**config.mk**
```make
export PLATFORM = sky130hd
export DESIGN_NAME = mbox_tx_arb
export DESIGN_NICKNAME = d
export VERILOG_FILES = /design/src/rtl/mbox_pkg.sv /design/src/rtl/mbox_fifo.sv /design/src/rtl/mbox_tx_arb.sv
export SDC_FILE = /design/constraint.sdc
export NUM_CORES = 1
export LEC_CHECK = 0
export CAP_MARGIN = 25
export CORE_ASPECT_RATIO = 1.5
export CORE_UTILIZATION = 50
export DETAILED_ROUTE_END_ITERATION = 10
export DONT_BUFFER_PORTS = 1
export PLACE_DENSITY = 0.79
export SYNTH_ARGS = -nofsm -noshare
export SYNTH_HDL_FRONTEND = slang
export SYNTH_SLANG_ARGS = --single-unit
```
**constraint.sdc**
```tcl
create_clock -name aclk -period 5.8 [get_ports aclk]
set_input_delay 0.58 -clock aclk [delete_from_list [all_inputs] [get_ports aclk]]
set_output_delay 0.58 -clock aclk [all_outputs]
set_load 0.01 [all_outputs]
```
**src/rtl/mbox_pkg.sv**
```systemverilog
// Shared types and helpers for the mailbox transmit arbiter.
package mbox_pkg;

  typedef enum logic [1:0] {
    ST_IDLE  = 2'd0,
    ST_SEND  = 2'd1,
    ST_ABORT = 2'd2
  } arb_state_e;

  // Channel tag width; a single channel still needs one bit of tag.
  function automatic int unsigned chan_width(input int unsigned n);
    return (n <= 1) ? 1 : $clog2(n);
  endfunction

endpackage

```
**src/rtl/mbox_fifo.sv**
```systemverilog
// Per-channel word FIFO with flush; pointers carry an extra wrap bit.
module mbox_fifo #(
  parameter int unsigned W     = 33,
  parameter int unsigned DEPTH = 8
) (
  input  logic                     clk,
  input  logic                     rst,
  input  logic                     push,
  input  logic                     pop,
  input  logic                     flush,
  input  logic [W-1:0]             din,
  output logic [W-1:0]             dout,
  output logic                     full,
  output logic                     empty,
  output logic [$clog2(DEPTH):0]   count
);

  localparam int unsigned AW = $clog2(DEPTH);

  logic [AW:0]  wr_ptr_q, wr_ptr_d;
  logic [AW:0]  rd_ptr_q, rd_ptr_d;
  logic [W-1:0] mem_q [DEPTH];
  logic         do_push, do_pop;

  assign empty   = (wr_ptr_q == rd_ptr_q);
  assign full    = (wr_ptr_q[AW] != rd_ptr_q[AW]) &&
                   (wr_ptr_q[AW-1:0] == rd_ptr_q[AW-1:0]);
  assign count   = wr_ptr_q - rd_ptr_q;
  assign dout    = mem_q[rd_ptr_q[AW-1:0]];
  assign do_push = push && !full && !flush;
  assign do_pop  = pop && !empty && !flush;

  always_comb begin
    wr_ptr_d = wr_ptr_q;
    rd_ptr_d = rd_ptr_q;
    if (flush) begin
      wr_ptr_d = '0;
      rd_ptr_d = '0;
    end else begin
      if (do_push) wr_ptr_d = wr_ptr_q + (AW+1)'(1);
      if (do_pop)  rd_ptr_d = rd_ptr_q + (AW+1)'(1);
    end
  end

  always_ff @(posedge clk or posedge rst) begin
    if (rst) begin
      wr_ptr_q <= '0;
      rd_ptr_q <= '0;
    end else begin
      wr_ptr_q <= wr_ptr_d;
      rd_ptr_q <= rd_ptr_d;
    end
  end

  // Storage needs no reset; empty pointers hide stale contents.
  always_ff @(posedge clk) begin
    if (do_push) mem_q[wr_ptr_q[AW-1:0]] <= din;
  end

endmodule

```
**src/rtl/mbox_tx_arb.sv**
```systemverilog
// Round-robin packet arbiter: per-channel FIFOs feeding one mailbox link,
// whole packets at a time, with per-channel abort.
module mbox_tx_arb
  import mbox_pkg::*;
#(
  parameter  int unsigned DW    = 32,
  parameter  int unsigned NCH   = 4,
  parameter  int unsigned DEPTH = 8,
  localparam int unsigned CW    = chan_width(NCH)
) (
  input  logic              aclk,
  input  logic              reset,
  input  logic [NCH-1:0]    tx_valid,
  input  logic [NCH*DW-1:0] tx_dat,
  input  logic [NCH-1:0]    tx_last,
  output logic [NCH-1:0]    tx_ready,
  input  logic [NCH-1:0]    ch_abort,
  output logic [DW-1:0]     mbox_w_dat,
  output logic [CW-1:0]     mbox_w_chan,
  output logic              mbox_w_valid,
  input  logic              mbox_w_ready,
  output logic              mbox_w_done,
  output logic              mbox_w_abort,
  output logic [NCH-1:0]    irq_sent
);

  localparam int unsigned AW = $clog2(DEPTH);
  localparam int unsigned PW = $clog2(DEPTH + 1);
  localparam int unsigned FW = DW + 1;

  logic [NCH-1:0] fifo_full, fifo_empty, fifo_push, fifo_pop;
  logic [FW-1:0]  fifo_dout [NCH];
  logic [AW:0]    fifo_cnt  [NCH];
  logic [PW-1:0]  pkt_cnt_q [NCH];
  logic [PW-1:0]  pkt_cnt_d [NCH];
  logic [NCH-1:0] elig;

  arb_state_e     state_q, state_d;
  logic [CW-1:0]  chan_q, chan_d;
  logic [CW-1:0]  last_q, last_d;
  logic [FW-1:0]  head;
  logic           head_last, beat, found;
  logic [CW-1:0]  pick, cand;
  int unsigned    idx;

  for (genvar g = 0; g < NCH; g++) begin : g_ch
    mbox_fifo #(
      .W     (FW),
      .DEPTH (DEPTH)
    ) u_fifo (
      .clk   (aclk),
      .rst   (reset),
      .push  (fifo_push[g]),
      .pop   (fifo_pop[g]),
      .flush (ch_abort[g]),
      .din   ({tx_last[g], tx_dat[g*DW +: DW]}),
      .dout  (fifo_dout[g]),
      .full  (fifo_full[g]),
      .empty (fifo_empty[g]),
      .count (fifo_cnt[g])
    );
  end

  assign tx_ready  = ~fifo_full & ~ch_abort & {NCH{~reset}};
  assign fifo_push = tx_valid & tx_ready;

  // Link side decodes straight from registered state and the granted head.
  assign head         = fifo_dout[chan_q];
  assign head_last    = head[DW];
  assign mbox_w_valid = (state_q == ST_SEND) && !fifo_empty[chan_q];
  assign mbox_w_dat   = mbox_w_valid ? head[DW-1:0] : '0;
  assign mbox_w_done  = mbox_w_valid & head_last;
  assign mbox_w_chan  = chan_q;
  assign mbox_w_abort = (state_q == ST_ABORT);
  assign beat         = mbox_w_valid & mbox_w_ready & ~ch_abort[chan_q];

  always_comb begin
    fifo_pop = '0;
    irq_sent = '0;
    for (int unsigned i = 0; i < NCH; i++) begin
      if (beat && (CW'(i) == chan_q)) begin
        fifo_pop[i] = 1'b1;
        irq_sent[i] = head_last;
      end
    end
  end

  // Complete packets queued per channel; a full FIFO also qualifies so
  // packets longer than the FIFO can drain.
  always_comb begin
    for (int unsigned i = 0; i < NCH; i++) begin
      pkt_cnt_d[i] = pkt_cnt_q[i];
      if (ch_abort[i]) begin
        pkt_cnt_d[i] = '0;
      end else begin
        pkt_cnt_d[i] = pkt_cnt_q[i] + PW'(fifo_push[i] & tx_last[i])
                                    - PW'(irq_sent[i]);
      end
      elig[i] = ((pkt_cnt_q[i] != '0) || (fifo_cnt[i] == (AW+1)'(DEPTH)))
                && !ch_abort[i];
    end
  end

  always_ff @(posedge aclk or posedge reset) begin
    if (reset) begin
      for (int unsigned i = 0; i < NCH; i++) pkt_cnt_q[i] <= '0;
    end else begin
      for (int unsigned i = 0; i < NCH; i++) pkt_cnt_q[i] <= pkt_cnt_d[i];
    end
  end

  always_comb begin
    state_d = state_q;
    chan_d  = chan_q;
    last_d  = last_q;
    found   = 1'b0;
    pick    = '0;
    cand    = '0;
    idx     = 0;
    // Round-robin scan starting just after the previous grant.
    for (int unsigned k = 1; k <= NCH; k++) begin
      idx  = (32'(last_q) + k) % NCH;
      cand = CW'(idx);
      if (!found && elig[cand]) begin
        found = 1'b1;
        pick  = cand;
      end
    end
    case (state_q)
      ST_IDLE: begin
        if (found) begin
          state_d = ST_SEND;
          chan_d  = pick;
          last_d  = pick;
        end
      end
      ST_SEND: begin
        if (ch_abort[chan_q]) begin
          state_d = ST_ABORT;
        end else if (beat && head_last) begin
          state_d = ST_IDLE;
        end
      end
      ST_ABORT: state_d = ST_IDLE;
      default:  state_d = ST_IDLE;
    endcase
  end

  always_ff @(posedge aclk or posedge reset) begin
    if (reset) begin
      state_q <= ST_IDLE;
      chan_q  <= '0;
      last_q  <= CW'(NCH - 1);
    end else begin
      state_q <= state_d;
      chan_q  <= chan_d;
      last_q  <= last_d;
    end
  end

endmodule

```
# Word level (Yosys, flattened, before mapping)
# Memory sizes are Yosys's and may differ from the RTL's.
# Cells that the tools add are included.
# word_totals
register_bits	54
mem_bits_rw	1056
in_bits	143
out_inout_bits	45
wordCells	220
memories	4
# op_classes
n_addsub	24
magnitude_cmp	6
eq_ne	23
mux	64
n_bitwise	15
n_reduce_logical	69
# memory_table
memory	words	word_bits	rd	rd_ports_with_merged_regs	write_ports	line	source
g_ch[0].u_fifo.mem_q	8	33	1	0	1	mbox_fifo.sv:22	logic [W-1:0] mem_q [DEPTH];
g_ch[1].u_fifo.mem_q	8	33	1	0	1	mbox_fifo.sv:22	
g_ch[2].u_fifo.mem_q	8	33	1	0	1	mbox_fifo.sv:22	
g_ch[3].u_fifo.mem_q	8	33	1	0	1	mbox_fifo.sv:22	
# op_table
op	n
4-bit two-way mux	20
33-bit binary-select mux with 2-bit select	1
33-bit two-way mux	2
1-bit logical AND	33
4-bit by 1-bit adder with 4-bit output (second input constant)	8
32-bit two-way mux	1
1-bit two-way mux	26
4-bit by 1-bit adder with 4-bit output	4
4-bit equality test	4
4-bit equality test (second input constant)	4
1-bit logical NOT	16
2-bit nonzero test	8
4-bit nonzero test	4
4-bit by 1-bit subtractor with 4-bit output	4
4-bit subtractor	4
2-bit by 3-bit < comparator with 1-bit output (second input constant)	5
2-bit two-way mux	7
4-bit bitwise AND	3
1-bit binary-select mux with 2-bit select	6
3-bit equality test	4
4-bit NOT	2
1-bit bitwise AND	7
2-bit by 1-bit adder with 2-bit output (second input constant)	2
2-bit adder (second input constant)	2
14 further kinds	24

# Logic depth before layout (Yosys ltp)
# Gate-level depths: netlist of the first run.
# logic_depth
depth_word	18
mapped_depth	20
depth_no_buf	17

# Hierarchy
# Synthesis of the first run repeated with hierarchy kept, for this count alone.
# unflattened
hier_cells	2339
area_unflattened_um2	44826.7
# modules_own_cells
mod	n_inst	cells_each	area_each_um2	seq_area_each_um2
mbox_fifo	4	523	10543.9	8127.8
mbox_tx_arb	1	247	2651.3	553.0

# Least setup slack after synthesis of the first run
# OpenSTA, ideal clock, no wires.
# synth_path
kind	reg2reg
startpoint	reg g_ch[2].u_fifo.rd_ptr_q[1]
endpoint	mem g_ch[2].u_fifo.mem_q[4][0], enable pin
setup_time_ps	518
t_arrival_ps	5813
required_ps	5282
slack_ps	-530
path_stages_with_launch	10
n_path_buf	3
synth_period_minus_slack_ps	6330
path_cell_list	dfrtp_1 -> clkbuf_1 -> buf_2 -> buf_1 -> inv_1 -> ha_1 -> and3_1 -> a211oi_1 -> nand2_1 -> nor4b_1
# synth_via
elab_chain_len	10
word_cells_on_any_way	11
classes_between	eq/ne: 1; mux: 2; bitwise: 4; reduce/logical: 4
# synth_rtl
element	line	source
start: declaration	mbox_fifo.sv:21	logic [AW:0] rd_ptr_q, rd_ptr_d;
start signal: assignment	mbox_fifo.sv:51	rd_ptr_q <= rd_ptr_d;
3-bit equality test	mbox_fifo.sv:27	(wr_ptr_q[AW-1:0] == rd_ptr_q[AW-1:0]);
1-bit logical AND	mbox_fifo.sv:26	assign full = (wr_ptr_q[AW] != rd_ptr_q[AW]) &&
4-bit NOT	mbox_tx_arb.sv:64	assign tx_ready = ~fifo_full & ~ch_abort & {NCH{~reset}};
4-bit bitwise AND (2 in series)	mbox_tx_arb.sv:64	
net tx_ready[2]	mbox_tx_arb.sv:16	output logic [NCH-1:0] tx_ready,
4-bit bitwise AND	mbox_tx_arb.sv:65	assign fifo_push = tx_valid & tx_ready;
1-bit logical AND (2 in series)	mbox_fifo.sv:30	assign do_push = push && !full && !flush;
1-bit two-way mux	mbox_fifo.sv:57	if (do_push) mem_q[wr_ptr_q[AW-1:0]] <= din;
1-bit two-way mux (implied by the code)	mbox_fifo.sv:57	
end: declaration	mbox_fifo.sv:22	
# The timed path passes the listed nets, and every way through them passes these cells.

# Final worst setup path of the first run
# layout_path
startpoint	reg g_ch[2].u_fifo.rd_ptr_q[1]
endpoint	out irq_sent[0]
# layout_via
elab_chain_len	9
word_cells_on_any_way	13
classes_between	eq/ne: 1; mux: 6; bitwise: 2; reduce/logical: 3; memory: 1
# layout_rtl
element	line	source
4-bit equality test	mbox_fifo.sv:25	assign empty = (wr_ptr_q == rd_ptr_q);
1-bit binary-select mux with 2-bit select	mbox_tx_arb.sv:70	assign mbox_w_valid = (state_q == ST_SEND) && !fifo_empty[chan_q];
1-bit two-way mux (implied by the code)	mbox_tx_arb.sv:70	
1-bit logical NOT	mbox_tx_arb.sv:70	
1-bit logical AND	mbox_tx_arb.sv:70	
1-bit bitwise AND (2 in series)	mbox_tx_arb.sv:75	assign beat = mbox_w_valid & mbox_w_ready & ~ch_abort[chan_q];
1-bit logical AND	mbox_tx_arb.sv:81	if (beat && (CW'(i) == chan_q)) begin
1-bit two-way mux *	mbox_tx_arb.sv:81	
end: declaration	mbox_tx_arb.sv:24	output logic [NCH-1:0] irq_sent
# Mark *: on every way between the ends. The rest lies on a longest branch, timed or not. The select of a mux whose other input is x is not followed.

==> metrics.txt, run 1 <==
vias in the first global route=23.3k; cts hold-fix bufs=137; initial antenna violation count=19; Slew headroom=28.9%; Least-Margin Pin Slew=1.06 ns; routed vias=22.2k; hold path start=mbox_w_ready; Clock Path Buffers=3; starting density of the core=50.7%; Clock Skew=0.0290 ns; CTS tree=yes; # fillers=5986; Ports=188; MaxCap Viol Count=0; Finished Layout Cells=3585; maximum fanout along the worst path=34; number of CTS-inserted buffers=98; CTS Root Cell=clkbuf_16; XOR/XNOR Fraction of Synth Area=0.695%; final wirelength=107000 microns; count of final hold-check violations=0; Worst Setup End Kind=primary output; status=finished, final reports clean; RR Startpoint=g_ch[2].u_fifo.rd_ptr_q[1]; Max Slew Vio Count=0; Pleak=16.5 nW; Critical Path Start=g_ch[2].u_fifo.rd_ptr_q[1]; Net Count, Synth=2344; Final HPWL DP=67400 microns; synthesized-area fraction occupied by and/or/nand/nor cells=3.87%; Routed Antenna Nets=0; RSZ-0062 raised after global routing=no; Avg WL per Cell=29.8 microns; mean post-synth cell area=20.4 sq um; synth-to-layout area growth=15.0%; #FFs+latches synth=1110; GRT Util Overall=24.3%; IO buf count=0; mux share of post-synthesis cell area=15.2%; row cnt=132; # nets final=2537; hold depth=2; worst skew pair latency=0.70 ns; Worst path depth=11; CP max stage delay=0.92 ns; clock sinks=1110; top-count cell post-synth=edfxtp_1; final setup vio count=0; Die Height=365 microns; largest family of logic cells by synthesized area=multiplexers; Synth top area share=72.2%; leading area contributor after synthesis=edfxtp_1; most frequent CP cell=and3_1; Mapped Cells=2157; Post-CTS Setup Bufs=0; synth top area cells=edfxtp_1 (72%), mux4_2 (14%), dfrtp_1 (3.0%); RePlAce Congestion=0.835; total grt overflow=0; YS warnings=0; Synth cell types=59; area of the multi-input gates=10500 sq um; Seq/Total Area, Yosys=75.3%; vias per cell=6.20; post-cts resize count=0; Die ar.=89100 sq um; area share of fa/ha/maj cells after synthesis=1.32%; CORE AREA=86700 sq um; critical path class=reg2out; CP Cell Sequence=inv_1 > ha_1 > and3_1 > and3b_1 > a211oi_2 > nand3_2 > inv_2 > and3_1 > nand2_1 > nor3_1 > buf_4; top cells by count, synth=edfxtp_1 (1056), mux4_2 (265), nand2_1 (172); Mapped Area=43900 sq um; peak supply drop=0.251 mV; first-pass GRT wire length=156000 microns; Max Freq=0.215 GHz; hold crit path type=in2reg; compound-gate portion of the synthesized area=2.22%; cell count of the worst reg-to-reg path=17; Synth async-reset ratio=4.86%; Min Hold Slack=0.0731 ns; Worst setup SP type=register; CP required=5.22 ns; cell family with most CP delay=simple AND/OR/NAND/NOR gates; Die X=244 microns; crit path time final=4.66 ns; Clock transition at path regs=0.07 ns; layout cell share with drive strength beyond 1=22.6%; EDFF count, synth=1056; DRC viols=0; crit share post-route=80.3%; Synth Flop Type=edfxtp_1; 1st-pass router iterations=5; dpl cells=3249; critical path arrival=4.08 ns; iteration-0 DRC count of the detailed router=2676; pin count of the biggest net entering global routing=70; pwr dens=338 nW/um^2; Reg area=33100 sq um; CTS H-tree lvls=3; CP max stage cell=dfrtp_2; Bufs and invs on worst path=3
area by class of cell:
class                      count  area share (%)
antenna                       13          0.0644
multi-input combinational    895            20.7
clock inverter                68            1.66
timing repair buffer         208            4.01
clock buffer                 115            5.02
tap                         1139            2.82
sequential                  1110            65.5
inverter                      37           0.275
report_power, final:
part           internal, mW  leakage (nW)  switching, mW
registers              8.85          10.2         0.0766
logic                 0.425          4.60          0.875
clock network          3.88          1.63           2.95
metal layers:
layer | up-vias | part of all wire (%) | global-route usage (%)
li1 | 9209 | - | -
met1 | 11600 | 35 | 29.7
met2 | 1211 | 51 | 40.6
met3 | 230 | 9.4 | 5.70
met4 | 18 | 4.9 | 12.3
met5 | - | 0.11 | 0
registers in the layout (all words and copies together), names as in the netlist:
register,cells
g_ch.u_fifo.mem_q,1056
g_ch.u_fifo.rd_ptr_q,16
g_ch.u_fifo.wr_ptr_q,16
pkt_cnt_q,16
last_q,2
mbox_w_chan,2
state_q,2
layout by cell type (no fill, tap or decap), types with 40 or more instances in the layout:
cell	n
dfrtp_1	44
and3_1	40
buf_4	58
a32oi_1	66
nand2_1	172
dlygate4sd3_1	137
ha_1	40
mux2i_1	70
mux4_2	265
clkbuf_16	98
edfxtp_1	1056
path summary, 6_finish.rpt:
| kind | endpoint | slack [ns] |
|---|---|---|
| max | irq_sent[0] | 1.14 |
| min | state_q[0] | 0.07 |
| max reg2reg | pkt_cnt_q[11] | 1.38 |
| min reg2reg | g_ch[3].u_fifo.rd_ptr_q[3] | 0.57 |
| max in group asynchronous | g_ch[1].u_fifo.rd_ptr_q[0] | 4.42 |
| min in group asynchronous | g_ch[2].u_fifo.wr_ptr_q[2] | 0.47 |
metrics by stage:
| step | TNS [ns] | cell area (sq um) | util [%] | power [mW] | worst slack, ns |
|---|---|---|---|---|---|
| CTS | 0 | 50500 | 58.2 | 17.1 | 1.09 |
| finish | 0 | 50500 | 58.3 | 17.1 | 1.14 |
| global placement | 0 | 45600 | 52.5 | 10.2 | 1.28 |
| floorplan | -13.28 | 43900 | - | 9.76 | -0.201 |
| detailed placement | 0 | 45700 | 52.7 | 10.2 | 1.46 |
| global route | 0 | 50500 | 58.3 | 17.5 | 0.954 |
cells by family after synthesis:
| kind of cell | count (synthesis) |
|---|---|
| AOI/OAI and AO/OA | 122 |
| xor gates and xnor gates | 34 |
| adders and majority gates | 44 |
| buffers and inverters | 152 |
| DFF | 1110 |
| muxes | 335 |
| and+or+nand+nor | 360 |
No activity file was read; power rests on OpenSTA's default activity.
==> run 2, diff against run 1 <==
- clock period: 5.8 -> 4.15 ns (I/O delays scaled with it)
==> run 2 against run 1 <==
Non-clock buffer count is 40 higher. Routed wire length is 0.12% lower. Clock power grew 30%. Sequential share of layout area fell by 0.30 points. Clock skew down 0.0092 ns. Die area is the same. Combinational power up 46%. Power increased by 36%. Critical path depth decreased by 6. Worst hold slack improved by 0.018 ns. First-iteration DRC count increased by 1.3%. Core utilization rose by 0.27 points. Largest cell class unchanged. Highest routed layer unchanged.
==> metrics.txt, run 2 (same netlist as run 1, synthesis figures left out) <==
status=finished, final reports clean; count of final hold-check violations=0; IO buf count=0; row cnt=132; hold path start=tx_valid[2]; most common cell after layout, fill and taps aside=edfxtp_1; 1st-pass router iterations=5; Design Area, Final=50800 sq um; Clock Path Buffers=3; Die ar.=89100 sq um; Die Height=365 microns; CTS tree=yes; crit path time final=4.09 ns; GRT Util Overall=24.2%; critical path class=reg2out; DRT met1 WL=38400 microns; fin util=58.6%; final wirelength=107000 microns; crit share post-route=98.4%; highest routed layer=met5; max reg flops=1056; number of CTS-inserted buffers=96; vias per cell=6.19; routed vias=22.4k; Max Slew Vio Count=0; hold crit path type=in2reg; RSZ-0062 raised after global routing=no; final setup vio count=0; MaxCap Viol Count=0; worst skew pair latency=0.70 ns; DR WL met3=9910 microns; cell family with most CP delay=multiplexers; CP required=3.73 ns; critical path arrival=3.67 ns; iteration-0 DRC count of the detailed router=2712; starting density of the core=50.7%; Cell Area, Placed=46200 sq um; RR Startpoint=g_ch[2].u_fifo.wr_ptr_q[0]; pin count of the biggest net entering global routing=68; CP Cell Sequence=buf_4 > mux4_2 > mux2i_1 > a32oi_1 > and3_1; Critical Path Start=g_ch[2].u_fifo.rd_ptr_q[0]; initial antenna violation count=19; CORE AREA=86700 sq um; CP max stage cell=mux2i_1; peak supply drop=0.368 mV; Bufs and invs on worst path=1; Slew headroom=34.6%; DRC viols=0; Worst Setup End Kind=primary output; overall power=23.2 mW; first-pass GRT wire length=156000 microns; Final HPWL DP=66700 microns; Die X=244 microns; most frequent cells in the layout=edfxtp_1 (1056), mux4_2 (265), nand2_1 (172), dlygate4sd3_1 (139), clkbuf_16 (97); total grt overflow=0; Worst setup SP type=register; pwr dens=457 nW/um^2; layout cell share with drive strength beyond 1=23.4%; Post-CTS Setup Bufs=0; RePlAce Congestion=0.873; synth-to-layout area growth=15.6%; Routed Antenna Nets=0; Clock Skew=0.0198 ns; Max Freq=0.245 GHz; Avg WL per Cell=29.5 microns; # nets final=2575; Clock transition at path regs=0.06 ns; clock sinks=1110; vias in the first global route=23.2k; maximum fanout along the worst path=38; CTS Root Cell=clkbuf_16; Pleak=16.5 nW; Least-Margin Pin Slew=0.980 ns; CTS H-tree lvls=3; Ports=188; DR WL met2=53400 microns; CP max stage delay=0.68 ns
## run 2: changes by cell type in the layout (fill, tap and decap cells not counted), sizes merged
cell,delta
inv,-1
clkbuf,+2
buf,+40
dlygate4sd3,+2
clkinvlp,-4
diode,-3
clkinv,+3
bufinv,-8
## run 2: through the flow
step / std cells / hold slack [ns] / setup TNS [ns] / setup slack (ns)
global route: 3609 / 0.0854 / 0 / 0.0192
CTS: 3604 / 0.0372 / 0 / 0.0398
finish: 3616 / 0.0908 / 0 / 0.0649
floorplan: 2157 / 0.481 / -36.71 / -0.544
global placement: 3288 / 0.491 / 0 / 0.470
detailed placement: 3288 / 0.490 / 0 / 0.406
## run 2: layout make-up
cell class | count | area, sq um
inverters | 37 | 139
flip-flops and latches | 1110 | 33100
repair buffers | 248 | 2480
well taps | 1139 | 1430
multi-input cells | 895 | 10500
clock inverters | 58 | 564
diodes | 10 | 25.0
clock buffers | 119 | 2510
fillers | 5953 | 35900
## run 2: what timing repair did
item | CTS | global route
endpoints found under the hold margin | 1146 | 0
gates resized for setup | 1 | 1
endpoints found under the setup margin | 1 | 1
hold buffers | 139 | 0
## run 2: per-layer routing
metal	GRT usage, %	vias to the layer above
met5	0	-
li1	-	9276
met4	11.6	16
met3	5.70	213
met2	39.6	1132
met1	30.7	11700
## run 2: worst paths after layout
check | slack, ns | cells after the start | to
setup reg to reg | 0.30 | 15 | pkt_cnt_q[9]
hold reg to reg | 0.54 | 2 | last_q[1]
setup / recovery | 0.06 | 5 | mbox_w_dat[22]
max in group asynchronous | 3.40 | 3 | last_q[0]
min in group asynchronous | 0.21 | 2 | g_ch[2].u_fifo.wr_ptr_q[3]
hold / removal | 0.09 | 3 | g_ch[2].u_fifo.wr_ptr_q[1]
## run 2: worst reg2reg max path, stage by stage (launching register included)
cell	delay, ns
dfrtp_1	0.38
inv_1	0.19
ha_1	0.29
and3_1	0.20
and3b_1	0.18
a211oi_2	0.22
nand3_2	0.12
inv_2	0.07
and3_1	0.35
nand2_1	0.19
nor3_1	0.39
ha_1	0.31
inv_1	0.06
ha_1	0.20
fa_1	0.43
nor2b_1	0.14
## run 2: where the power goes
group          total [mW]  internal [mW]  switching (mW)
Sequential           12.4           12.4          0.0708
Clock                8.86           4.83            4.03
Combinational        1.90          0.645            1.26
Total                23.2           17.9            5.36
